--- config.mk ---
export PLATFORM = sky130hd
export DESIGN_NAME = seven_segment_decoder_flat
export DESIGN_NICKNAME = d
export VERILOG_FILES = /design/src/rtl/seven_segment_decoder_if.sv /design/src/rtl/seven_segment_decoder.sv /design/src/flat_wrapper.sv
export SDC_FILE = /design/constraint.sdc
export NUM_CORES = 1
export LEC_CHECK = 0
export CAP_MARGIN = 20
export CORE_MARGIN = 5
export CORE_UTILIZATION = 57
export CTS_BUF_LIST = sky130_fd_sc_hd__clkbuf_4 sky130_fd_sc_hd__clkbuf_8 sky130_fd_sc_hd__clkbuf_16
export CTS_CLUSTER_DIAMETER = 50
export CTS_CLUSTER_SIZE = 40
export DETAILED_ROUTE_END_ITERATION = 10
export GPL_TIMING_DRIVEN = 0
export PLACE_DENSITY_LB_ADDON = 0.12
export SETUP_SLACK_MARGIN = 0.05
export SYNTH_ARGS = -nofsm -noshare
export SYNTH_HDL_FRONTEND = slang
export SYNTH_SLANG_ARGS = --single-unit
--- constraint.sdc ---
create_clock -name clk -period 2.2 [get_ports clk]
set_input_delay 0.44 -clock clk [delete_from_list [all_inputs] [get_ports clk]]
set_output_delay 0.44 -clock clk [all_outputs]
set_load 0.005 [all_outputs]
--- src/rtl/seven_segment_decoder_if.sv ---
`default_nettype none
// +----------------------------------------------------------------------+
// | Module  : seven_segment_decoder_if                                   |
// | Brief   : Seven-segment display bus (segments + one-hot strobes) and |
// |           the reconstructed frame/status signals of its decoder.     |
// | Revision: 1.0 - initial release                                      |
// +----------------------------------------------------------------------+
interface seven_segment_decoder_if #(
  parameter int W_DIGIT = 2
);
  logic [7:0]           abcdefgh;
  logic [W_DIGIT-1:0]   digit;
  logic [W_DIGIT*4-1:0] number;
  logic [W_DIGIT-1:0]   dots;
  logic                 frame_done;
  logic                 seg_err;
  logic                 strobe_err;

  // Display driver side: drives the pins, observes the decoded frame.
  modport master (
    output abcdefgh, digit,
    input  number, dots, frame_done, seg_err, strobe_err
  );

  // Decoder side: samples the pins, presents the decoded frame.
  modport slave (
    input  abcdefgh, digit,
    output number, dots, frame_done, seg_err, strobe_err
  );
endinterface
`default_nettype wire

--- src/rtl/seven_segment_decoder.sv ---
`default_nettype none
// +----------------------------------------------------------------------+
// | Module  : seven_segment_decoder                                      |
// | Brief   : Captures a multiplexed seven-segment bus, glitch-filters   |
// |           it and commits whole frames of hex digits and dots.        |
// | Revision: 1.0 - initial release                                      |
// +----------------------------------------------------------------------+
module seven_segment_decoder #(
  parameter int W_DIGIT       = 2,
  parameter int STABLE_CYCLES = 16
) (
  input  wire logic               clk,
  input  wire logic               rst_n,
  seven_segment_decoder_if.slave  bus
);

  localparam int               CNT_W    = (STABLE_CYCLES > 2) ? $clog2(STABLE_CYCLES) : 1;
  localparam logic [CNT_W-1:0] STAB_MAX = CNT_W'(STABLE_CYCLES - 1);

  // Reset release synchronizer: assertion is immediate, release is clocked.
  logic rst_meta;
  logic rst_sync_n;

  // Two-flop release of the internal reset.
  always_ff @(posedge clk or negedge rst_n) begin
    if (!rst_n) begin
      rst_meta   <= 1'b0;
      rst_sync_n <= 1'b0;
    end else begin
      rst_meta   <= 1'b1;
      rst_sync_n <= rst_meta;
    end
  end

  // Synchronizer stages and the previous synchronized sample.
  logic [7:0]         seg_meta, s_seg, prev_seg;
  logic [W_DIGIT-1:0] dig_meta, s_dig, prev_dig;

  // Double-flop the asynchronous pins and keep last cycle's copy.
  always_ff @(posedge clk or negedge rst_sync_n) begin
    if (!rst_sync_n) begin
      seg_meta <= '0;
      s_seg    <= '0;
      prev_seg <= '0;
      dig_meta <= '0;
      s_dig    <= '0;
      prev_dig <= '0;
    end else begin
      seg_meta <= bus.abcdefgh;
      s_seg    <= seg_meta;
      prev_seg <= s_seg;
      dig_meta <= bus.digit;
      s_dig    <= dig_meta;
      prev_dig <= s_dig;
    end
  end

  // Stability tracking.
  logic [CNT_W-1:0] stab;
  logic             done;
  logic             changed;
  logic             capture;

  assign changed = ({s_seg, s_dig} != {prev_seg, prev_dig});
  assign capture = !changed && (stab == STAB_MAX) && !done;

  // Saturating dwell counter; done limits a long dwell to one capture.
  always_ff @(posedge clk or negedge rst_sync_n) begin
    if (!rst_sync_n) begin
      stab <= '0;
      done <= 1'b0;
    end else if (changed) begin
      stab <= '0;
      done <= 1'b0;
    end else begin
      if (stab != STAB_MAX) stab <= stab + 1'b1;
      if (capture)          done <= 1'b1;
    end
  end

  // Pattern decode: returns {valid, nibble}; dotted patterns are inverted first.
  function automatic logic [4:0] decode_pat(input logic [7:0] p);
    logic [4:0] r;
    r = 5'h00;
    case (p)
      8'hFC: r = {1'b1, 4'h0};
      8'h60: r = {1'b1, 4'h1};
      8'hDA: r = {1'b1, 4'h2};
      8'hF2: r = {1'b1, 4'h3};
      8'h66: r = {1'b1, 4'h4};
      8'hB6: r = {1'b1, 4'h5};
      8'hBE: r = {1'b1, 4'h6};
      8'hE0: r = {1'b1, 4'h7};
      8'hFE: r = {1'b1, 4'h8};
      8'hE6: r = {1'b1, 4'h9};
      8'hEE: r = {1'b1, 4'hA};
      8'h3E: r = {1'b1, 4'hB};
      8'h9C: r = {1'b1, 4'hC};
      8'h7A: r = {1'b1, 4'hD};
      8'h9E: r = {1'b1, 4'hE};
      8'h8E: r = {1'b1, 4'hF};
      default: r = 5'h00;
    endcase
    return r;
  endfunction

  logic               dot;
  logic [7:0]         pat;
  logic [4:0]         dec;
  logic               blank;
  logic               multi;
  logic               good;
  logic               commit;
  logic [W_DIGIT-1:0] seen;
  logic [W_DIGIT-1:0] seen_next;

  assign dot       = s_seg[0];
  assign pat       = dot ? ~s_seg : s_seg;
  assign dec       = decode_pat(pat);
  assign blank     = (s_dig == '0);
  assign multi     = ((s_dig & (s_dig - 1'b1)) != '0);
  assign good      = capture && !blank && !multi && dec[4];
  assign seen_next = seen | s_dig;
  assign commit    = good && (&seen_next);

  // Shadow frame with the current capture merged in.
  logic [W_DIGIT*4-1:0] shadow_num, shadow_num_next;
  logic [W_DIGIT-1:0]   shadow_dot, shadow_dot_next;

  // Merge the decoded digit into the slot selected by the one-hot strobe.
  always_comb begin
    shadow_num_next = shadow_num;
    shadow_dot_next = shadow_dot;
    for (int i = 0; i < W_DIGIT; i++) begin
      if (s_dig[i]) begin
        shadow_num_next[4*i +: 4] = dec[3:0];
        shadow_dot_next[i]        = dot;
      end
    end
  end

  logic [W_DIGIT*4-1:0] number_q;
  logic [W_DIGIT-1:0]   dots_q;
  logic                 frame_done_q;
  logic                 seg_err_q;
  logic                 strobe_err_q;

  // Store valid captures, commit complete frames and raise status pulses.
  always_ff @(posedge clk or negedge rst_sync_n) begin
    if (!rst_sync_n) begin
      shadow_num   <= '0;
      shadow_dot   <= '0;
      seen         <= '0;
      number_q     <= '0;
      dots_q       <= '0;
      frame_done_q <= 1'b0;
      seg_err_q    <= 1'b0;
      strobe_err_q <= 1'b0;
    end else begin
      frame_done_q <= commit;
      seg_err_q    <= capture && !blank && !multi && !dec[4];
      strobe_err_q <= capture && multi;
      if (good) begin
        shadow_num <= shadow_num_next;
        shadow_dot <= shadow_dot_next;
        seen       <= commit ? '0 : seen_next;
      end
      if (commit) begin
        number_q <= shadow_num_next;
        dots_q   <= shadow_dot_next;
      end
    end
  end

  assign bus.number     = number_q;
  assign bus.dots       = dots_q;
  assign bus.frame_done = frame_done_q;
  assign bus.seg_err    = seg_err_q;
  assign bus.strobe_err = strobe_err_q;

endmodule
`default_nettype wire

--- src/flat_wrapper.sv ---
// flat-port wrapper written by rule: the top's interface ports become plain ports
module seven_segment_decoder_flat 
#(
  parameter int W_DIGIT       = 2,
  parameter int STABLE_CYCLES = 16
)
  (clk, rst_n, bus_abcdefgh, bus_digit, bus_number, bus_dots, bus_frame_done, bus_seg_err, bus_strobe_err);
  seven_segment_decoder_if #(.W_DIGIT(W_DIGIT)) bus_i ();
  input  wire logic clk;
  input  wire logic rst_n;
  input wire logic [$bits(bus_i.abcdefgh)-1:0] bus_abcdefgh;
  input wire logic [$bits(bus_i.digit)-1:0] bus_digit;
  output wire logic [$bits(bus_i.number)-1:0] bus_number;
  output wire logic [$bits(bus_i.dots)-1:0] bus_dots;
  output wire logic [$bits(bus_i.frame_done)-1:0] bus_frame_done;
  output wire logic [$bits(bus_i.seg_err)-1:0] bus_seg_err;
  output wire logic [$bits(bus_i.strobe_err)-1:0] bus_strobe_err;
  assign bus_i.abcdefgh = bus_abcdefgh;
  assign bus_i.digit = bus_digit;
  assign bus_number = bus_i.number;
  assign bus_dots = bus_i.dots;
  assign bus_frame_done = bus_i.frame_done;
  assign bus_seg_err = bus_i.seg_err;
  assign bus_strobe_err = bus_i.strobe_err;
  seven_segment_decoder #(.W_DIGIT(W_DIGIT), .STABLE_CYCLES(STABLE_CYCLES)) u_core (.clk(clk), .rst_n(rst_n), .bus(bus_i));
endmodule
**Word level (Yosys, flattened, before mapping)**

Cells that the tools add are included.

- Register bits after elaboration: 62
- Input port bits: 12
- Output and inout port bits: 13
- Word-level logic and storage cells: 71

- $add $sub $neg: 2
- Equal/unequal tests: 19
- Multiplexer cells: 11
- Bitwise gates (word level): 3
- Reduce and logical (&&, ||, !) cells: 18

Operator list:

| operator | count |
|---|---|
| $eq 8x8->1 const B | 12 |
| $pmux 5 s16 | 1 |
| $eq 8x7->1 const B | 3 |
| $mux 4 | 4 |
| $ne 10x10->1 | 1 |
| $eq 8x6->1 const B | 1 |
| $logic_and 1x1->1 | 8 |
| $mux 8 | 1 |
| $not 8->8 | 1 |
| $reduce_bool 2->1 | 3 |
| $logic_not 1->1 | 5 |
| $add 4x1->4 const B | 1 |
| $eq 4x4->1 const B | 1 |
| $mux 1 | 4 |
| $ne 4x4->1 const B | 1 |
| $and 2x2->2 | 1 |
| $logic_not 2->1 | 1 |
| $mux 2 | 1 |
| $or 2x2->2 | 1 |
| $reduce_and 2->1 | 1 |
| $sub 2x1->2 const B | 1 |

**Longest topological paths before layout**

Gate-level depths: netlist (run 1).

- Word-level depth: 9
- Gate-level depth with buffers: 9
- Depth with buffers taken out: 7

**Worst setup path after synthesis (run 1)**

No wires, ideal clock.

- Path kind: register to register
- Start: register u_core.stab[0]
- End: register u_core.shadow_dot[0]
- Setup time: 0.125 ns
- Arrival time: 2.461 ns
- Required time: 2.075 ns
- Slack: -0.385 ns
- Stages on the path, launching flop included: 9
- Buffers on the path: 1
- Clock period less this slack: 2.585 ns
- Cells stage by stage: dfrtp_1 -> ha_1 -> nand3_1 -> nor2_1 -> or4b_1 -> clkbuf_2 -> or3b_2 -> a21oi_1 -> mux2_2

- Longest elaborated chain between the ends: 6

RTL lines:

| element | RTL line | source |
|---|---|---|
| from (decl) | seven_segment_decoder.sv:59 | `logic [CNT_W-1:0] stab;` |
| from (signal assigned) | seven_segment_decoder.sv:76 | `if (stab != STAB_MAX) stab <= stab + 1'b1;` |
| $eq 4x4->1 | seven_segment_decoder.sv:65 | `assign capture = !changed && (stab == STAB_MAX) && !done;` |
| $logic_and 1x1->1 (2 in series) | seven_segment_decoder.sv:65 |  |
| $logic_and 1x1->1 (3 in series) | seven_segment_decoder.sv:122 | `assign good = capture && !blank && !multi && dec[4];` |
| to (signal assigned) | seven_segment_decoder.sv:165 | `shadow_dot <= shadow_dot_next;` |
| to (decl) | seven_segment_decoder.sv:128 | `logic [W_DIGIT-1:0] shadow_dot, shadow_dot_next;` |

Every way passes these cells.
A chain may end at the register's enable or synchronous reset.

**Final worst setup path (run 1)**

- Start: register u_core.s_seg[4]
- End: register u_core.dots_q[0], in the netlist u_core.bus.dots[0]

- Longest elaborated chain between the ends: 8
- Elaborated cells on any way between the ends: 27
- Those cells by class: 17 x eq/ne; 2 x mux; 1 x bitwise; 7 x reduce/logical

RTL lines:

| element | RTL line | source |
|---|---|---|
| from (decl) | seven_segment_decoder.sv:36 | `logic [7:0] seg_meta, s_seg, prev_seg;` |
| from (signal assigned) | seven_segment_decoder.sv:50 | `s_seg <= seg_meta;` |
| parallel branches: the longest is 6 deep, another holds $pmux 5 s16 | -- |  |
| $logic_and 1x1->1 (*) | seven_segment_decoder.sv:122 |  |
| $logic_and 1x1->1 (*) | seven_segment_decoder.sv:124 | `assign commit = good && (&seen_next);` |
| to (signal assigned) | seven_segment_decoder.sv:170 | `dots_q <= shadow_dot_next;` |
| to (decl) | seven_segment_decoder.sv:143 | `logic [W_DIGIT-1:0] dots_q;` |

Mark *: on every way between the ends.

==> flow_metrics.env, run 1 <==
export IMPL_yosys_area_top_type="dfrtp_1"
export IMPL_end_kind="flip-flop"
export IMPL_track_usage_pct=22.9
export IMPL_violations="setup timing"
export IMPL_fin_crit_ns=2.53
export IMPL_layout_commonest_cell="dfrtp_1"
export IMPL_final_cell_mix="60 x dfrtp_1, 25 x buf_4, 24 x clkdlybuf4s50_1"
export IMPL_netlist_area_um2=2990
export IMPL_yosysWarnings=0
export IMPL_std_cell_rows=26
export IMPL_start_util_pct=58.5
export IMPL_fin_setup_tns_ns=-6.27
export IMPL_die_height_um=82.4
export IMPL_outcome="complete, but fails checks"
export IMPL_finClkSkew_ns=0.00951
export IMPL_relSlewSlack_pct=61.5
export IMPL_num_io_pins=25
export IMPL_final_nets=355
export IMPL_synthArstFlopShare_pct=100
export IMPL_io_buffer_count=24
export IMPL_root_buffer="clkbuf_8"
export IMPL_drc=0
export IMPL_rsz0062_at_grt="yes"
export IMPL_viasPerCell=5.81
export IMPL_antenna_found_initial=0
export IMPL_dp_hpwl_um=4350
export IMPL_worst_pin_slew_ns=0.577
export IMPL_grt_overflow_total=0
export IMPL_crit_fanout=6
export IMPL_cts_tree="built"
export IMPL_crit_arrival_ns=2.75
export IMPL_synth_area_per_cell_um2=11.0
export IMPL_setup_violations=23
export IMPL_critPathKind="reg2reg"
export IMPL_max_stage_delay_ns=0.44
export IMPL_cts_made_buffers=9
export IMPL_path_cells="buf_4, nand2b_2, o32a_1, a21o_1, and4_4, a211oi_4, buf_6, mux2_4"
export IMPL_p_per_area_nw_per_um2=572
export IMPL_ys_ff_latch=62
export IMPL_antenna_left=0
export IMPL_synth_edff_count=0
export IMPL_die_area_um2=6790
export IMPL_wl_um=7470
export IMPL_synth_flop_cell="dfrtp_1"
export IMPL_synth_cell_type_count=59
export IMPL_postCtsHoldBufs=0
export IMPL_start_kind="flip-flop"
export IMPL_finalHoldViolCount=0
export IMPL_worstSkewPairLatency_ns=0.34
export IMPL_num_antenna_cells=0
export IMPL_fmax_ghz=0.396
export IMPL_die_w_um=82.4
export IMPL_cts_sinks=62
export IMPL_synth_area_top_cells="dfrtp_1 52%, mux2_2 6.4%, xnor2_1 3.2%, a21oi_1 2.5%, nor2_1 2.5%"
export IMPL_maxCapViolCount=0
export IMPL_syn_nets=286
export IMPL_grt_pass1_vias=2315
export IMPL_clkTransAtPathRegs_ns=0.07
export IMPL_layout_drive_gt1_share_pct=38.6
export IMPL_slew_viol_final=0
export IMPL_fin_util_pct=80.5
export IMPL_netlist_instances=273
export IMPL_grt_start_max_net_pins=41
export IMPL_hold_class="reg2async"
export IMPL_p_leak_nw=1.76
export IMPL_cp_slowest_cell="dfrtp_1"
export IMPL_setup_ws_ns=-0.327
export IMPL_critPathRequiredTime_ns=2.43
export IMPL_htree_levels=3
export IMPL_area_growth_pct=37.4
export IMPL_clockBufferDepth=2
export IMPL_ir_drop_v=0.000536
export IMPL_wl_per_cell_um=17.9
export IMPL_vias=2421
export IMPL_yosys_area_top_type_share_pct=51.9
export IMPL_holdWs_ns=0.220
export IMPL_dr_pass1_iters=4
export IMPL_ys_seq_area_share_pct=51.9
export IMPL_core_area_um2=5110
export IMPL_min_period_over_period_pct=115
export IMPL_grt_pass1_wl_um=11500
export IMPL_drtIter0Drc=166
export IMPL_gp_congestion=0.905
synth_stat cells (all sizes together) (7+ instances only):
library cell / number
dfrtp: 62
mux2: 18
a21oi: 15
clkbuf: 13
nor2: 20
o21ai: 7
o22ai: 7
nand2b: 9
xnor2: 12
nand3: 7
nand2: 16
buf: 7
state kept, by name (all words and copies together), names as in the netlist, 2 cells and up:
register,cells
u_core.bus.dots,2
u_core.stab,4
u_core.shadow_dot,2
u_core.seg_meta,8
u_core.shadow_num,8
u_core.dig_meta,2
u_core.seen,2
u_core.prev_dig,2
u_core.s_dig,2
u_core.s_seg,8
u_core.bus.number,8
u_core.prev_seg,8
metrics by stage:
stage | power (mW) | area, um2 | worst slack [ns] | instances
floorplan | 1.37 | 3090 | -0.300 | 273
global placement | 1.42 | 3420 | -0.655 | 367
detailed placement | 1.43 | 3440 | -0.711 | 368
CTS | 2.32 | 3940 | -0.333 | 405
global route | 2.45 | 4110 | -0.391 | 417
finish | 2.35 | 4110 | -0.327 | 417
where the power goes:
part,switching [mW],total [mW],internal [mW]
Combinational,0.150,0.279,0.128
Sequential,0.0256,1.20,1.17
Clock,0.418,0.877,0.458
Total,0.594,2.35,1.76
final timing paths:
path	start	endpoint	slack, ns	cells past startpoint
worst max register to register	u_core.s_seg[4]$_DFF_PN0_	u_core.bus.dots[0]$_DFFE_PN0P_	-0.33	8
worst min-delay path	u_core.rst_sync_n$_DFF_PN0_	u_core.shadow_num[1]$_DFFE_PN0P_	0.22	0
worst max-delay path	u_core.s_seg[4]$_DFF_PN0_	u_core.bus.dots[0]$_DFFE_PN0P_	-0.33	8
max in group asynchronous	u_core.rst_sync_n$_DFF_PN0_	u_core.s_seg[0]$_DFF_PN0_	1.41	1
worst min register to register	u_core.rst_sync_n$_DFF_PN0_	u_core.shadow_num[1]$_DFFE_PN0P_	0.22	0
min in group clk	u_core.seg_meta[6]$_DFF_PN0_	u_core.s_seg[6]$_DFF_PN0_	0.35	0
per-layer routing:
layer  part of all wire [%]  global-route usage [%]  vias to the layer above
met5                      0                       0                        -
li1                       -                       -                     1118
met2                     50                    36.9                       88
met1                     42                    30.3                     1190
met3                    4.7                    5.97                       25
met4                    3.1                    7.31                        0
cell type report:
cell class,count,area [um2]
buffer,19,135
sequential,62,1550
timing repair buffer,59,553
inverter,5,18.8
clock buffer,12,153
clock inverter,4,22.5
tap,70,87.6
multi-input combinational,186,1590
fill,282,997
critical path, delay by kind of cell, from the launching register on:
family	cells	cell delay, ns
AOI/OAI and AO/OA	3	0.88
buffers and inverters	2	0.35
DFF	1	0.44
muxes	1	0.30
and+or+nand+nor	2	0.43
cell families after synthesis:
kind of cell	after synthesis	synth area share, %
fa+ha+maj	1	0.418
compound gates	53	11.9
other cells	1	0.125
mux	22	8.12
flops	62	51.9
xor+xnor	14	4.35
buf+inv	25	3.89
simple gates	95	19.3
repair_timing:
item                       4_1_cts  5_1_grt
pin swaps                       12       13
setup buffers                   21       13
setup endpoints to repair       24       24
resized for setup               43       26
(Power assumes the default switching activity.)
==> inputs of run 2 (changes only) <==
--- a/config.mk
+++ b/config.mk
@@ -6,8 +6,10 @@
 export NUM_CORES = 1
 export LEC_CHECK = 0
 export CAP_MARGIN = 20
+export CELL_PAD_IN_SITES_DETAIL_PLACEMENT = 0
+export CELL_PAD_IN_SITES_GLOBAL_PLACEMENT = 1
 export CORE_MARGIN = 5
-export CORE_UTILIZATION = 57
+export CORE_UTILIZATION = 46
 export CTS_BUF_LIST = sky130_fd_sc_hd__clkbuf_4 sky130_fd_sc_hd__clkbuf_8 sky130_fd_sc_hd__clkbuf_16
 export CTS_CLUSTER_DIAMETER = 50
 export CTS_CLUSTER_SIZE = 40
@@ -15,6 +17,7 @@
 export GPL_TIMING_DRIVEN = 0
 export PLACE_DENSITY_LB_ADDON = 0.12
 export SETUP_SLACK_MARGIN = 0.05
+export SLEW_MARGIN = 20
 export SYNTH_ARGS = -nofsm -noshare
 export SYNTH_HDL_FRONTEND = slang
 export SYNTH_SLANG_ARGS = --single-unit
==> flow_metrics.env, run 2 (synthesis results as in run 1) <==
export IMPL_max_stage_delay_ns=0.54
export IMPL_dr_pass1_iters=4
export IMPL_clkTransAtPathRegs_ns=0.07
export IMPL_wl_um=6350
export IMPL_start_util_pct=47.1
export IMPL_path_buf_inv=2
export IMPL_cpMostUsedCell="buf_6"
export IMPL_crit_arrival_ns=2.67
export IMPL_reg2reg_slack_ns=-0.25
export IMPL_area_growth_pct=34.6
export IMPL_clockBufferDepth=2
export IMPL_outcome="complete, but fails checks"
export IMPL_vias=2250
export IMPL_dp_hpwl_um=4200
export IMPL_worst_pin_slew_ns=0.511
export IMPL_r2r_start="u_core.s_seg[3]$_DFF_PN0_"
export IMPL_rsz0062_at_grt="yes"
export IMPL_cts_sinks=62
export IMPL_dp_slack_ns=-0.643
export IMPL_setup_violations=22
export IMPL_critPathTopFamily="simple AND/OR/NAND/NOR gates"
export IMPL_final_nets=345
export IMPL_fillers=506
export IMPL_wl_per_cell_um=15.3
export IMPL_p_per_area_nw_per_um2=604
export IMPL_setup_ws_ns=-0.252
export IMPL_fin_crit_ns=2.45
export IMPL_slew_viol_final=0
export IMPL_fmax_ghz=0.408
export IMPL_critPathRequiredTime_ns=2.42
export IMPL_grt_overflow_total=0
export IMPL_drtIter0Drc=144
export IMPL_layout_commonest_cell="dfrtp_1"
export IMPL_end_kind="flip-flop"
export IMPL_num_antenna_cells=0
export IMPL_start_kind="flip-flop"
export IMPL_hold_class="reg2async"
export IMPL_antenna_left=0
export IMPL_num_io_pins=25
export IMPL_p_leak_nw=1.72
export IMPL_gp_congestion=0.815
export IMPL_reg2reg_to="u_core.bus.number[5]$_DFFE_PN0P_"
export IMPL_htree_levels=3
export IMPL_grt_pass1_wl_um=10800
export IMPL_grt_pass1_vias=2159
export IMPL_drc=0
export IMPL_cp_slowest_cell="or4b_4"
export IMPL_crit_cells=8
export IMPL_min_period_over_period_pct=111
export IMPL_die_height_um=90.6
export IMPL_viasPerCell=5.43
export IMPL_core_area_um2=6350
export IMPL_track_usage_pct=16.2
export IMPL_maxCapViolCount=0
export IMPL_critPathKind="reg2reg"
export IMPL_finalHoldViolCount=0
export IMPL_r2r_cells=8
export IMPL_p_total_mw=2.43
export IMPL_die_area_um2=8210
export IMPL_worstSkewPairLatency_ns=0.33
export IMPL_cts_made_buffers=9
export IMPL_violations="setup timing"
export IMPL_path_cells="buf_6, or4b_4, nand2_4, o221ai_2, and4_4, a211oi_4, buf_6, mux2_4"
export IMPL_die_w_um=90.6
export IMPL_relSlewSlack_pct=65.9
export IMPL_postCtsHoldBufs=0
export IMPL_crit_fanout=7
export IMPL_ir_drop_v=0.000594
export IMPL_finClkSkew_ns=0.0130
export IMPL_cts_tree="built"
export IMPL_root_buffer="clkbuf_8"
export IMPL_antenna_found_initial=0
export IMPL_layout_drive_gt1_share_pct=33.8
export IMPL_grt_start_max_net_pins=42
export IMPL_final_cell_mix="60 x dfrtp_1, 24 x buf_4, 24 x clkdlybuf4s50_1"
export IMPL_io_buffer_count=24
export IMPL_std_cell_rows=29
-- run 2: timing repair --
item                                   CTS  global route
setup endpoints to repair               24            24
resized for setup                       35            22
pin swaps                               12             9
cloned                                   0             1
buffers inserted                        16            13
endpoints found under the hold margin    0             0
-- run 2: through the flow --
stage	setup TNS [ns]	std cells	utilization [%]	area [um2]	hold WS, ns
floorplan	-3.84	273	-	3090	0.144
finish	-3.94	414	63.4	4030	0.208
global placement	-26.58	374	54.0	3430	0.332
global route	-5.77	414	63.4	4030	0.238
CTS	-5.30	404	61.5	3900	0.221
detailed placement	-10.71	375	54.4	3450	0.220
-- run 2: area by class of cell --
type,count,area [um2],share of cell area [%]
clock inverters,4,47.5,1.18
flip-flops and latches,62,1560,38.7
inverters,5,18.8,0.466
well taps,77,96.3,2.39
clock buffers,12,146,3.64
plain buffers,19,140,3.48
repair buffers,49,460,11.4
multi-input cells,186,1560,38.8
-- run 2: per-layer routing --
layer / part of all wire, % / wire (um) / up-vias / track usage (%)
met5: 0 / 0 / - / 0
met4: 1.1 / 68 / 0 / 5.83
met3: 3.4 / 215 / 6 / 4.67
met2: 47 / 2980 / 39 / 22.9
met1: 49 / 3090 / 1102 / 23.5
li1: - / - / 1103 / -
-- run 2: power breakdown --
group | switching, mW | internal, mW | total (mW)
clock network | 0.413 | 0.557 | 0.970
logic | 0.139 | 0.130 | 0.268
registers | 0.0244 | 1.17 | 1.20
total | 0.576 | 1.86 | 2.43
-- run 2: worst max path at each step --
stage / startpoint / endpoint
after floorplan: u_core.s_seg[2]$_DFF_PN0_ / u_core.bus.dots[0]$_DFFE_PN0P_
after global placement: u_core.stab[0]$_DFFE_PN0P_ / u_core.bus.number[1]$_DFFE_PN0P_
after detailed placement: u_core.s_seg[6]$_DFF_PN0_ / u_core.bus.number[7]$_DFFE_PN0P_
after CTS: u_core.s_seg[6]$_DFF_PN0_ / u_core.shadow_dot[1]$_DFFE_PN0P_
after global routing: u_core.s_seg[3]$_DFF_PN0_ / u_core.bus.number[3]$_DFFE_PN0P_
final: u_core.s_seg[3]$_DFF_PN0_ / u_core.bus.number[5]$_DFFE_PN0P_
-- run 2: worst reg2reg max path, delay by kind of cell, from the launching register on --
kind	cells	cell delay [ns]
multiplexers	1	0.30
buffers and inverters	2	0.33
AND/OR/NAND/NOR	3	0.88
AO/OA/AOI/OAI	2	0.38
flip-flops	1	0.44
